==> config.mk <==
export PLATFORM = sky130hd
export DESIGN_NAME = button_debounce_ctrl_flat
export DESIGN_NICKNAME = d
export VERILOG_FILES = /design/src/rtl/button_debounce_ctrl_if.sv /design/src/rtl/button_debounce_ctrl.sv /design/src/flat_wrapper.sv
export SDC_FILE = /design/constraint.sdc
export NUM_CORES = 1
export LEC_CHECK = 0
export CORE_MARGIN = 5
export CORE_UTILIZATION = 30
export CTS_BUF_LIST = sky130_fd_sc_hd__clkbuf_16
export DETAILED_ROUTE_END_ITERATION = 10
export GPL_TIMING_DRIVEN = 0
export PLACE_DENSITY = 0.49
export REMOVE_ABC_BUFFERS = 1
export SLEW_MARGIN = 30
export SYNTH_ARGS = -nofsm -noshare
export SYNTH_HDL_FRONTEND = slang
export SYNTH_SLANG_ARGS = --single-unit
==> constraint.sdc <==
create_clock -name clock -period 1.6 [get_ports clock]
set_input_delay 0.24 -clock clock [delete_from_list [all_inputs] [get_ports clock]]
set_output_delay 0.24 -clock clock [all_outputs]
set_load 0.02 [all_outputs]
==> src/rtl/button_debounce_ctrl_if.sv <==
// Processor-facing signal bundle for the button debouncer control stage.
// The slave side is the debouncer; the master side is the environment (sensor, counter, processor).
interface button_debounce_ctrl_if #(
  parameter int COUNT_WIDTH = 8
);
  logic                   button_raw;
  logic                   counter_done;
  logic                   count_clear;
  logic                   counter_reset;
  logic                   button_level;
  logic                   press_pulse;
  logic                   release_pulse;
  logic [COUNT_WIDTH-1:0] press_count;

  modport master (
    output button_raw,
    output counter_done,
    output count_clear,
    input  counter_reset,
    input  button_level,
    input  press_pulse,
    input  release_pulse,
    input  press_count
  );

  modport slave (
    input  button_raw,
    input  counter_done,
    input  count_clear,
    output counter_reset,
    output button_level,
    output press_pulse,
    output release_pulse,
    output press_count
  );
endinterface

==> src/rtl/button_debounce_ctrl.sv <==
// Debounce control for one front-panel button or coin sensor: synchronises the raw level,
// drives an external settle counter and commits a clean level with press/release pulses.
module button_debounce_ctrl #(
  parameter int SYNC_STAGES = 2,
  parameter int COUNT_WIDTH = 8
) (
  input  logic                  clock,
  input  logic                  reset,
  button_debounce_ctrl_if.slave bus
);

  typedef enum logic [1:0] {
    STABLE_LOW  = 2'b00,
    WAIT_HIGH   = 2'b01,
    STABLE_HIGH = 2'b11,
    WAIT_LOW    = 2'b10
  } state_t;

  localparam logic [COUNT_WIDTH-1:0] COUNT_MAX = {COUNT_WIDTH{1'b1}};
  localparam logic [COUNT_WIDTH-1:0] COUNT_ONE = {{(COUNT_WIDTH-1){1'b0}}, 1'b1};

  logic [SYNC_STAGES-1:0] sync_r;
  logic                   sync_in_s;
  state_t                 state_r;
  state_t                 next_state_s;
  logic                   press_commit_s;
  logic                   release_commit_s;
  logic                   waiting_next_s;
  logic                   counter_reset_r;
  logic                   button_level_r;
  logic                   press_pulse_r;
  logic                   release_pulse_r;
  logic [COUNT_WIDTH-1:0] press_count_r;

  // Input synchroniser chain for the asynchronous raw level.
  always_ff @(posedge clock or posedge reset) begin
    if (reset) begin
      sync_r <= '0;
    end else begin
      sync_r <= {sync_r[SYNC_STAGES-2:0], bus.button_raw};
    end
  end

  assign sync_in_s = sync_r[SYNC_STAGES-1];

  // Debounce state register.
  always_ff @(posedge clock or posedge reset) begin
    if (reset) begin
      state_r <= STABLE_LOW;
    end else begin
      state_r <= next_state_s;
    end
  end

  // Next-state decode; a reverted input outranks counter_done so a bounce never commits.
  always_comb begin
    next_state_s     = state_r;
    press_commit_s   = 1'b0;
    release_commit_s = 1'b0;
    case (state_r)
      STABLE_LOW: begin
        if (sync_in_s) next_state_s = WAIT_HIGH;
        else           next_state_s = STABLE_LOW;
      end
      WAIT_HIGH: begin
        if (!sync_in_s) begin
          next_state_s = STABLE_LOW;
        end else if (bus.counter_done) begin
          next_state_s   = STABLE_HIGH;
          press_commit_s = 1'b1;
        end else begin
          next_state_s = WAIT_HIGH;
        end
      end
      STABLE_HIGH: begin
        if (!sync_in_s) next_state_s = WAIT_LOW;
        else            next_state_s = STABLE_HIGH;
      end
      WAIT_LOW: begin
        if (sync_in_s) begin
          next_state_s = STABLE_HIGH;
        end else if (bus.counter_done) begin
          next_state_s     = STABLE_LOW;
          release_commit_s = 1'b1;
        end else begin
          next_state_s = WAIT_LOW;
        end
      end
      default: begin
        next_state_s = STABLE_LOW;
      end
    endcase
  end

  assign waiting_next_s = (next_state_s == WAIT_HIGH) || (next_state_s == WAIT_LOW);

  // Registered counter control, clean level and one-cycle commit pulses.
  always_ff @(posedge clock or posedge reset) begin
    if (reset) begin
      counter_reset_r <= 1'b1;
      button_level_r  <= 1'b0;
      press_pulse_r   <= 1'b0;
      release_pulse_r <= 1'b0;
    end else begin
      counter_reset_r <= !waiting_next_s;
      press_pulse_r   <= press_commit_s;
      release_pulse_r <= release_commit_s;
      if (press_commit_s) begin
        button_level_r <= 1'b1;
      end else if (release_commit_s) begin
        button_level_r <= 1'b0;
      end else begin
        button_level_r <= button_level_r;
      end
    end
  end

  // Saturating press counter; a clear in the same cycle as a press leaves it at zero.
  always_ff @(posedge clock or posedge reset) begin
    if (reset) begin
      press_count_r <= '0;
    end else if (bus.count_clear) begin
      press_count_r <= '0;
    end else if (press_commit_s && (press_count_r != COUNT_MAX)) begin
      press_count_r <= press_count_r + COUNT_ONE;
    end else begin
      press_count_r <= press_count_r;
    end
  end

  assign bus.counter_reset = counter_reset_r;
  assign bus.button_level  = button_level_r;
  assign bus.press_pulse   = press_pulse_r;
  assign bus.release_pulse = release_pulse_r;
  assign bus.press_count   = press_count_r;

endmodule

==> src/flat_wrapper.sv <==
// flat-port wrapper written by rule: the top's interface ports become plain ports
module button_debounce_ctrl_flat 
#(
  parameter int SYNC_STAGES = 2,
  parameter int COUNT_WIDTH = 8
)
  (clock, reset, bus_button_raw, bus_counter_done, bus_count_clear, bus_counter_reset, bus_button_level, bus_press_pulse, bus_release_pulse, bus_press_count);
  button_debounce_ctrl_if #(.COUNT_WIDTH(COUNT_WIDTH)) bus_i ();
  input  logic clock;
  input  logic reset;
  input wire logic [$bits(bus_i.button_raw)-1:0] bus_button_raw;
  input wire logic [$bits(bus_i.counter_done)-1:0] bus_counter_done;
  input wire logic [$bits(bus_i.count_clear)-1:0] bus_count_clear;
  output wire logic [$bits(bus_i.counter_reset)-1:0] bus_counter_reset;
  output wire logic [$bits(bus_i.button_level)-1:0] bus_button_level;
  output wire logic [$bits(bus_i.press_pulse)-1:0] bus_press_pulse;
  output wire logic [$bits(bus_i.release_pulse)-1:0] bus_release_pulse;
  output wire logic [$bits(bus_i.press_count)-1:0] bus_press_count;
  assign bus_i.button_raw = bus_button_raw;
  assign bus_i.counter_done = bus_counter_done;
  assign bus_i.count_clear = bus_count_clear;
  assign bus_counter_reset = bus_i.counter_reset;
  assign bus_button_level = bus_i.button_level;
  assign bus_press_pulse = bus_i.press_pulse;
  assign bus_release_pulse = bus_i.release_pulse;
  assign bus_press_count = bus_i.press_count;
  button_debounce_ctrl #(.SYNC_STAGES(SYNC_STAGES), .COUNT_WIDTH(COUNT_WIDTH)) u_core (.clock(clock), .reset(reset), .bus(bus_i));
endmodule
-- After elaboration in Yosys (flattened, before gate mapping)
Index checks and enable logic that the tools add are counted.
- register bits after elaboration: 16
- input port bits: 5
- output and inout port bits: 12
- word-level logic and storage cells: 36
- add/subtract/negate cells: 1
- equal/unequal tests: 6
- mux-type cells: 16
- reduce and logical (&&, ||, !) cells: 6
- operators with widths (kind ; count):
    $mux 8 ; 2
    $mux 1 ; 9
    $add 8x1->8 const B ; 1
    $mux 2 ; 4
    $ne 8x8->1 const B ; 1
    $pmux 2 s4 ; 1
    $eq 2x2->1 const B ; 3
    $eq 2x1->1 const B ; 2
    $reduce_bool 2->1 ; 2
    $logic_not 2->1 ; 1
    $logic_and 1x1->1 ; 1
    $logic_not 1->1 ; 1
    $logic_or 1x1->1 ; 1

-- Longest topological paths before layout
Gate-level depths: netlist of run 1.
- word-level depth: 6
- depth in mapped cells: 5

-- Worst setup path after synthesis of run 1
No wires, ideal clock.
- kind: register -> register
- start: reg u_core.press_count_r[0] (netlist: u_core.bus.press_count[0])
- end: reg u_core.press_count_r[1] (netlist: u_core.bus.press_count[1])
- data arrival time: 1.436 ns
- data required time: 1.470 ns
- slack: 0.034 ns
- cell stages (with the launch flop): 6
- period minus slack after synthesis: 1.566 ns
- cells stage by stage: dfrtp_1 -> ha_1 -> nand2_1 -> o31ai_2 -> mux2i_1 -> nor2_1
- cells in the longest elaborated chain, start to end: 3
- elaborated cells between the ends (all ways): 6
- classes of those cells: add/sub (1); eq/ne (1); mux (2); reduce/logical (2)
- RTL lines (what ; RTL line ; RTL):
    start: declaration ; button_debounce_ctrl.sv:33 ; logic [COUNT_WIDTH-1:0] press_count_r;
    start signal: assignment ; button_debounce_ctrl.sv:125 ; press_count_r <= press_count_r + COUNT_ONE;
    start signal: assignment ; button_debounce_ctrl.sv:127 ; press_count_r <= press_count_r;
    $add 8x1->8 / $ne 8x8->1 (equally long branches) ; button_debounce_ctrl.sv:125, button_debounce_ctrl.sv:124 ;
    $mux 8 / $logic_and 1x1->1 (equally long branches) ; button_debounce_ctrl.sv:124 ; end else if (press_commit_s && (press_count_r != COUNT_MAX)) begin
    $mux 8 / $reduce_bool 2->1 (equally long branches) ; - ;
Parallel ways exist; a longest one is shown, timed or not. The select of a mux whose other input is x is not followed.
A chain may end at the register's enable or synchronous reset.

-- Worst setup path in the final report of run 1
- start: reg u_core.press_count_r[1] (netlist: u_core.bus.press_count[1])
- end: out bus_press_count[1]
- RTL lines (what ; RTL line ; RTL):
    end: declaration ; flat_wrapper.sv:18 ; output wire logic [$bits(bus_i.press_count)-1:0] bus_press_count;
No word-level cell between the ends.

==> results of run 1 <==
-- metal layers --
metal | share of wire | global-route usage | up-vias
li1 | - | - | 271
met1 | 0.43 | 0.133 | 284
met2 | 0.46 | 0.142 | 12
met3 | 0.070 | 0.0414 | 4
met4 | 0.041 | 0.0971 | 0
met5 | 0 | 0 | -
-- registers in the layout (all words and copies together) (netlist names) --
signal and cells:
u_core.bus.press_count 8, u_core.state_r 2, u_core.sync_r 2, u_core.bus.button_level 1
u_core.bus.counter_reset 1, u_core.bus.press_pulse 1, u_core.bus.release_pulse 1
-- power by group --
part	internal, W	switching, W
sequential	0.000426	0.0000138
clock	0.000332	0.000161
combinational	0.0000435	0.0000476
total	0.000801	0.000222
-- cell usage after synthesis (2+ instances only) --
master   instances
dfrtp_1         15
nor3_1           3
nand2_1          2
and3_1           2
nor2_1           9
xnor2_1          3
a21oi_1          3
nand3_1          4
inv_1            4
-- how the worst min path moves through the flow --
stage	cells past startpoint	to	slack (ns)
finish	0	u_core.sync_r[1]	0.35
global route	0	u_core.sync_r[1]	0.35
CTS	0	u_core.sync_r[1]	0.35
detailed placement	0	u_core.sync_r[1]	0.34
global placement	0	u_core.sync_r[1]	0.33
floorplan	1	u_core.bus.button_level	0.15
-- stage by stage --
| stage | setup slack (ns) | hold WS (ns) | instances | area, sq um | utilization |
|---|---|---|---|---|---|
| 6_report | 0.0379 | 0.351 | 115 | 1080 | 0.448 |
| 5_1_grt | -0.00434 | 0.350 | 115 | 1080 | 0.448 |
| 4_1_cts | 0.00198 | 0.347 | 114 | 1010 | 0.420 |
| 3_5_place_dp | -0.289 | 0.336 | 110 | 918 | 0.381 |
| 3_3_place_gp | -0.253 | 0.331 | 110 | 918 | 0.381 |
| 2_1_floorplan | 0.0457 | 0.153 | 64 | 721 | - |
-- kinds of logic after synthesis --
| group | share of synthesized area |
|---|---|
| compound gates | 0.0973 |
| mux | 0.0290 |
| simple gates | 0.224 |
| flops | 0.548 |
| xor+xnor | 0.0478 |
| fa+ha+maj | 0.0171 |
| buf+inv | 0.0375 |
-- cell type report --
class                           instances  area [sq um]
Sequential cell                        16           402
Tap cell                               30          37.5
Clock buffer                            3          75.1
Inverter                                4          15.0
Timing Repair Buffer                   17           188
Multi-Input combinational cell         44           359
Fill cell                             230          1330
Clock inverter                          1          3.75
-- timing repair --
item                                    4_1_cts  5_1_grt
buffers inserted                              0        1
gates resized for setup                       2       14
endpoints found under the setup margin        2        7
pin swaps                                     0        1
cloned                                        0        0
==> results.tsv, run 1 <==
metric	value	unit
vias_per_cell	4.97	
area_growth	47.3	%
synth_seq_cells	16	
cts_tree	yes	
htree_levels	1	
r2r_end	u_core.bus.press_count[5]	
max_slew_margin	0.591	
crit_cells	1	
final_cell_mix	dfrtp_1 (15), nor2_1 (9), clkdlybuf4s50_1 (8), dlymetal6s2s_1 (8), inv_1 (4)	
crit_slowest_cell	clkdlybuf4s50_1	
synth_ff_type	dfrtp_1	
die_w	59.4	microns
synthCells	66	
yosysUniqueCellTypes	30	
n_antenna_cell	0	
finalPower	0.00102	W
clockBufferDepth	2	
drtIter0Drc	9	
ant_nets	0	
p_leak	0.574	nW
drive_gt1_frac	0.176	
period_share	0.976	
finalNetCount	92	
cts_sinks	16	
drcViolationCount	0	
worst_pin_slew	0.613	ns
insertion_delay	0.25	ns
cts_root_buffer	clkbuf_16	
clkTransAtPathRegs	0.05	ns
synth_area_leaders	dfrtp_1 (51%), nor2_1 (4.6%), dfstp_2 (3.6%)	
ys_seq_area_frac	0.548	
timing_hold_violations_final	0	
setup_viol	0	
cts_made_buffers	3	
crit_type	flip-flop to output port	
path_buf_inv	1	
path_cells	clkdlybuf4s50_1	
syn_area	733	sq um
hold_path.startpoint	u_core.sync_r[0]	
coreArea	2410	sq um
routed_wl	1520	microns
synth_top_area_frac	0.512	
dieArea	3530	sq um
detailroute.via_count	571	
synth_top_area_cell	dfrtp_1	
skew	0.00112	ns
max_freq	640	MHz
crit_arrival	1.32	ns
fp.dieH	59.4	microns
setup.worst_path.end_class	output port	
groute.usage.overall	0.108	
postCtsHoldBufs	0	
grt_max_degree	17	
global_route.overflow_total	0	
r2r_start	u_core.bus.press_count[3]	
cpPeakStageDelay	0.64	ns
cp_max_fo	4	
r2r_cells	4	
async_flop_share	1.00	
final_common_cell	dfrtp_1	
drv_cap	0	
cp-endpoint	bus_press_count[1]	
antenna_found_initial	0	
grt_pass1_vias	535	
fin_crit	1.56	ns
start_kind	flip-flop	
cp_top_family	buffers and inverters	
routedWlPerCell	13.2	microns
power_density	948	nW/um^2
drv_slew	0	
grt_pass1_wl	2610	microns
peakVddDrop	0.000612	V
crit_path_start	u_core.bus.press_count[1]	
core.rowCount	18	
outcome	completed	
yosysWarningCount	0	
initial_utilization	0.304	
portBuffers	16	
min_path_type	flip-flop to flip-flop	
avgSynthCellArea	11.1	sq um
place.gp.congestion	0.717	
setup_tns	0	ns
synth_edf_count	0	
pin_count	17	
dr.pass1.iters	2	
required	1.36	ns
r2r_slack	0.07	ns
hpwl	1050	microns
Power figures use the tool's default switching activity.
==> run 2: changes to the inputs <==
--- a/config.mk
+++ b/config.mk
@@ -9,8 +9,9 @@
 export CORE_UTILIZATION = 30
 export CTS_BUF_LIST = sky130_fd_sc_hd__clkbuf_16
 export DETAILED_ROUTE_END_ITERATION = 10
+export DONT_BUFFER_PORTS = 1
 export GPL_TIMING_DRIVEN = 0
-export PLACE_DENSITY = 0.49
+export PLACE_DENSITY = 0.4
 export REMOVE_ABC_BUFFERS = 1
 export SLEW_MARGIN = 30
 export SYNTH_ARGS = -nofsm -noshare
==> results.tsv, run 2 (synthesis results as in run 1) <==
metric	value	unit
grt_pass1_wl	2260	microns
hold_end	u_core.sync_r[0]	
cts_made_buffers	3	
r2r_cells	3	
r2r_start	u_core.bus.press_count[0]	
setup_tns	0	ns
fillCellCount	230	
cts_tree	yes	
die_w	59.4	microns
detailroute.via_count	490	
cp_top_family	flip-flops	
fin_crit	1.54	ns
place.gp.congestion	0.648	
r2r_slack	0.06	ns
core.rowCount	18	
grt_max_degree	17	
hold_path.startpoint	bus_button_raw	
crit_arrival	1.67	ns
skew	0.00161	ns
cts_root_buffer	clkbuf_16	
outcome	completed	
area_growth	23.5	%
path_buf_inv	0	
n_antenna_cell	0	
cts_setup_buffers	0	
setup_viol	0	
period_share	0.963	
grt_pass1_vias	476	
portBuffers	0	
power_density	1080	nW/um^2
drv_cap	0	
insertion_delay	0.24	ns
timing_hold_violations_final	0	
coreArea	2410	sq um
global_route.overflow_total	0	
worst_pin_slew	0.586	ns
max_freq	649	MHz
rsz0062_at_grt	false	
antenna_found_initial	0	
min_path_type	input port to flip-flop	
cts_sinks	16	
required	1.73	ns
largest_register_ffs	8	
r2r_end	u_core.bus.press_count[5]	
path_cells	ha_4 > a2111oi_4 > mux2_2	
finalNetCount	76	
drv_slew	0	
cpPeakStageDelay	0.49	ns
final_cell_mix	nor2_1 (9), dfrtp_2 (8), dfrtp_1 (7), inv_1 (4)	
routed_wl	1460	microns
max_slew_margin	0.609	
drtIter0Drc	7	
groute.usage.overall	0.0884	
cp_max_fo	6	
p_leak	0.374	nW
drcViolationCount	0	
holdPathStages	0	
clkTransAtPathRegs	0.05	ns
setup.worst_path.end_class	flip-flop	
pin_count	17	
dr.pass1.iters	4	
vias_per_cell	4.95	
fp.dieH	59.4	microns
dieArea	3530	sq um
peakVddDrop	0.000469	V
final-instance-count-excl-fill	99	
final_common_cell	nor2_1	
routedWlPerCell	14.7	microns
start_kind	flip-flop	
drive_gt1_frac	0.304	
placed_cells	94	
initial_utilization	0.304	
clockBufferDepth	2	
htree_levels	1	
crit_slowest_cell	dfrtp_2	
crit_type	flip-flop to flip-flop	
ant_nets	0	
[run 2: worst register-to-register path, stage by stage (launching register included)]
cell	delay (ns)
dfrtp_2	0.49
ha_4	0.23
a2111oi_4	0.35
mux2_2	0.36
[run 2: metal layers]
metal / vias up / global-route usage / wire length (microns)
li1: 238 / - / -
met1: 238 / 0.116 / 660
met2: 12 / 0.117 / 649
met3: 2 / 0.0436 / 134
met4: 0 / 0.0485 / 12
met5: - / 0 / 0
[run 2: metrics by stage]
step / utilization / total power, W / setup WS [ns] / cell area [sq um] / hold slack [ns]
2_1_floorplan: - / 0.000490 / 0.0457 / 721 / 0.153
5_1_grt: 0.376 / 0.00103 / 0.00538 / 906 / 0.0135
6_report: 0.376 / 0.000983 / 0.0597 / 906 / 0.0232
3_3_place_gp: 0.315 / 0.000500 / -0.131 / 758 / 0.251
3_5_place_dp: 0.315 / 0.000500 / -0.133 / 758 / 0.238
4_1_cts: 0.362 / 0.000992 / 0.00300 / 872 / 0.0195
[run 2: area by class of cell]
| type | instances | area, sq um | area share |
|---|---|---|---|
| clock buffers | 3 | 75.1 | 0.0829 |
| flip-flops and latches | 16 | 412 | 0.454 |
| multi-input cells | 44 | 353 | 0.390 |
| well taps | 30 | 37.5 | 0.0414 |
| inverters | 4 | 15.0 | 0.0166 |
| clock inverters | 1 | 3.75 | 0.00414 |
| repair buffers | 1 | 10.0 | 0.0110 |
[run 2: worst max-delay path by stage]
| stage | start | endpoint | slack, ns | depth (start not counted) |
|---|---|---|---|---|
| detailed placement | u_core.bus.press_count[0] | u_core.bus.press_count[1] | -0.13 | 5 |
| global route | u_core.bus.press_count[0] | u_core.bus.press_count[5] | 0.005 | 3 |
| global placement | u_core.bus.press_count[0] | u_core.bus.press_count[1] | -0.13 | 5 |
| finish | u_core.bus.press_count[0] | u_core.bus.press_count[5] | 0.06 | 3 |
| floorplan | u_core.bus.press_count[0] | u_core.bus.press_count[1] | 0.05 | 5 |
| CTS | u_core.bus.press_count[0] | u_core.bus.press_count[1] | 0.003 | 5 |
[run 2: where the power goes]
| part | internal [W] | switching [W] |
|---|---|---|
| clock | 0.000331 | 0.000154 |
| sequential | 0.000426 | 0.0000305 |
| combinational | 0.0000177 | 0.0000220 |
| total | 0.000776 | 0.000207 |
[run 2: what timing repair did]
action | CTS | global route
endpoints found under the setup margin | 3 | 3
endpoints found under the hold margin | 15 | 0
hold buffers | 1 | 0
pin swaps | 1 | 0
resized for setup | 10 | 5
==> run 3: changes to the inputs <==
==> constraint.sdc (replaced) <==
create_clock -name clock -period 1.77 [get_ports clock]
set_input_delay 0.2655 -clock clock [delete_from_list [all_inputs] [get_ports clock]]
set_output_delay 0.2655 -clock clock [all_outputs]
set_load 0.02 [all_outputs]
==> results.tsv, run 3 (synthesis results as in run 1) <==
metric	value	unit
skew	0.00226	ns
cp_max_fo	6	
cp_top_family	flip-flops	
grt_pass1_vias	478	
global_route.overflow_total	0	
violations	hold timing	
pre_cts_ws	0.0370	ns
setup_viol	0	
fin_hold_ws	-0.0318	ns
drtIter0Drc	4	
final_common_cell	dfrtp_1	
setup.worst_path.end_class	flip-flop	
clockBufferDepth	2	
ant_nets	0	
cts_sinks	16	
vias_per_cell	4.86	
power_density	1050	nW/um^2
required	1.90	ns
max_slew_margin	0.611	
drive_gt1_frac	0.176	
peakVddDrop	0.000421	V
core.rowCount	18	
portBuffers	0	
finalNetCount	75	
min_path_type	input port to async pin	
insertion_delay	0.24	ns
crit_slowest_cell	dfrtp_1	
multi_input_area	307	sq um
fillCellCount	238	
crit_type	flip-flop to flip-flop	
routed_wl	1360	microns
initial_utilization	0.304	
drv_cap	0	
p_leak	0.364	nW
pin_count	17	
placed_area	758	sq um
path_cells	ha_2 > nand2_1 > o31ai_2 > mux2i_1 > nor2_1	
fp.dieH	59.4	microns
grt_max_degree	17	
placed_cells	94	
register_area	403	sq um
worst_pin_slew	0.582	ns
fin_area	841	sq um
routedWlPerCell	13.9	microns
coreArea	2410	sq um
drcViolationCount	0	
drv_slew	0	
timing_hold_violations_final	15	
path_buf_inv	0	
final-instance-count-excl-fill	98	
dr.pass1.iters	3	
cts_root_buffer	clkbuf_16	
period_share	0.940	
cts_made_buffers	3	
final_cell_mix	dfrtp_1 (14), nor2_1 (9), nand3_1 (4), inv_1 (4)	
start_kind	flip-flop	
place.gp.congestion	0.648	
clkTransAtPathRegs	0.05	ns
die_w	59.4	microns
cts_tree	yes	
area_growth	14.7	%
dieArea	3530	sq um
antenna_found_initial	0	
groute.usage.overall	0.0888	
setup_tns	0	ns
postCtsHoldBufs	0	
n_antenna_cell	0	
max_freq	601	MHz
setup_ws	0.107	ns
fin_crit	1.66	ns
detailroute.via_count	476	
rsz0062_at_grt	false	
cpPeakStageDelay	0.52	ns
htree_levels	1	
crit_arrival	1.80	ns
grt_pass1_wl	2280	microns
largest_register_ffs	8	
outcome	finished with violations	
[run 3: worst paths after layout]
kind	to	slack, ns	cells past startpoint	from
hold / removal	u_core.bus.press_count[1]	-0.03	1	reset
hold reg to reg	u_core.sync_r[1]	0.35	0	u_core.sync_r[0]
setup reg to reg	u_core.bus.press_count[1]	0.11	5	u_core.bus.press_count[0]
max in group asynchronous	u_core.bus.press_count[2]	1.39	1	reset
min in group clock	u_core.sync_r[0]	0.05	0	bus_button_raw
setup / recovery	u_core.bus.press_count[1]	0.11	5	u_core.bus.press_count[0]
[run 3: layer usage]
layer / GRT usage / vias up / wire length [microns]
li1: - / 234 / -
met1: 0.115 / 228 / 648
met2: 0.119 / 12 / 579
met3: 0.0436 / 2 / 122
met4: 0.0485 / 0 / 12
met5: 0 / - / 0
[run 3: per-stage QoR]
step / utilization / total power, W
CTS: 0.347 / 0.000894
floorplan: - / 0.000443
global placement: 0.315 / 0.000452
global route: 0.349 / 0.000923
detailed placement: 0.315 / 0.000452
finish: 0.349 / 0.000883
[run 3: cell type report]
class | count | share of cell area
clock inverters | 1 | 0.00446
multi-input cells | 44 | 0.365
well taps | 30 | 0.0446
flip-flops and latches | 16 | 0.479
clock buffers | 3 | 0.0893
inverters | 4 | 0.0179
[run 3: timing repair]
| item | CTS | global route |
|---|---|---|
| hold endpoints to repair | 0 | 0 |
| setup endpoints to repair | 0 | 3 |
| setup buffers | 0 | 0 |
| resized for setup | 0 | 2 |
[run 3: power breakdown]
part | total [W] | internal (W) | switching [W]
clock network | 0.000439 | 0.000300 | 0.000140
registers | 0.000412 | 0.000385 | 0.0000265
logic | 0.0000322 | 0.0000135 | 0.0000187
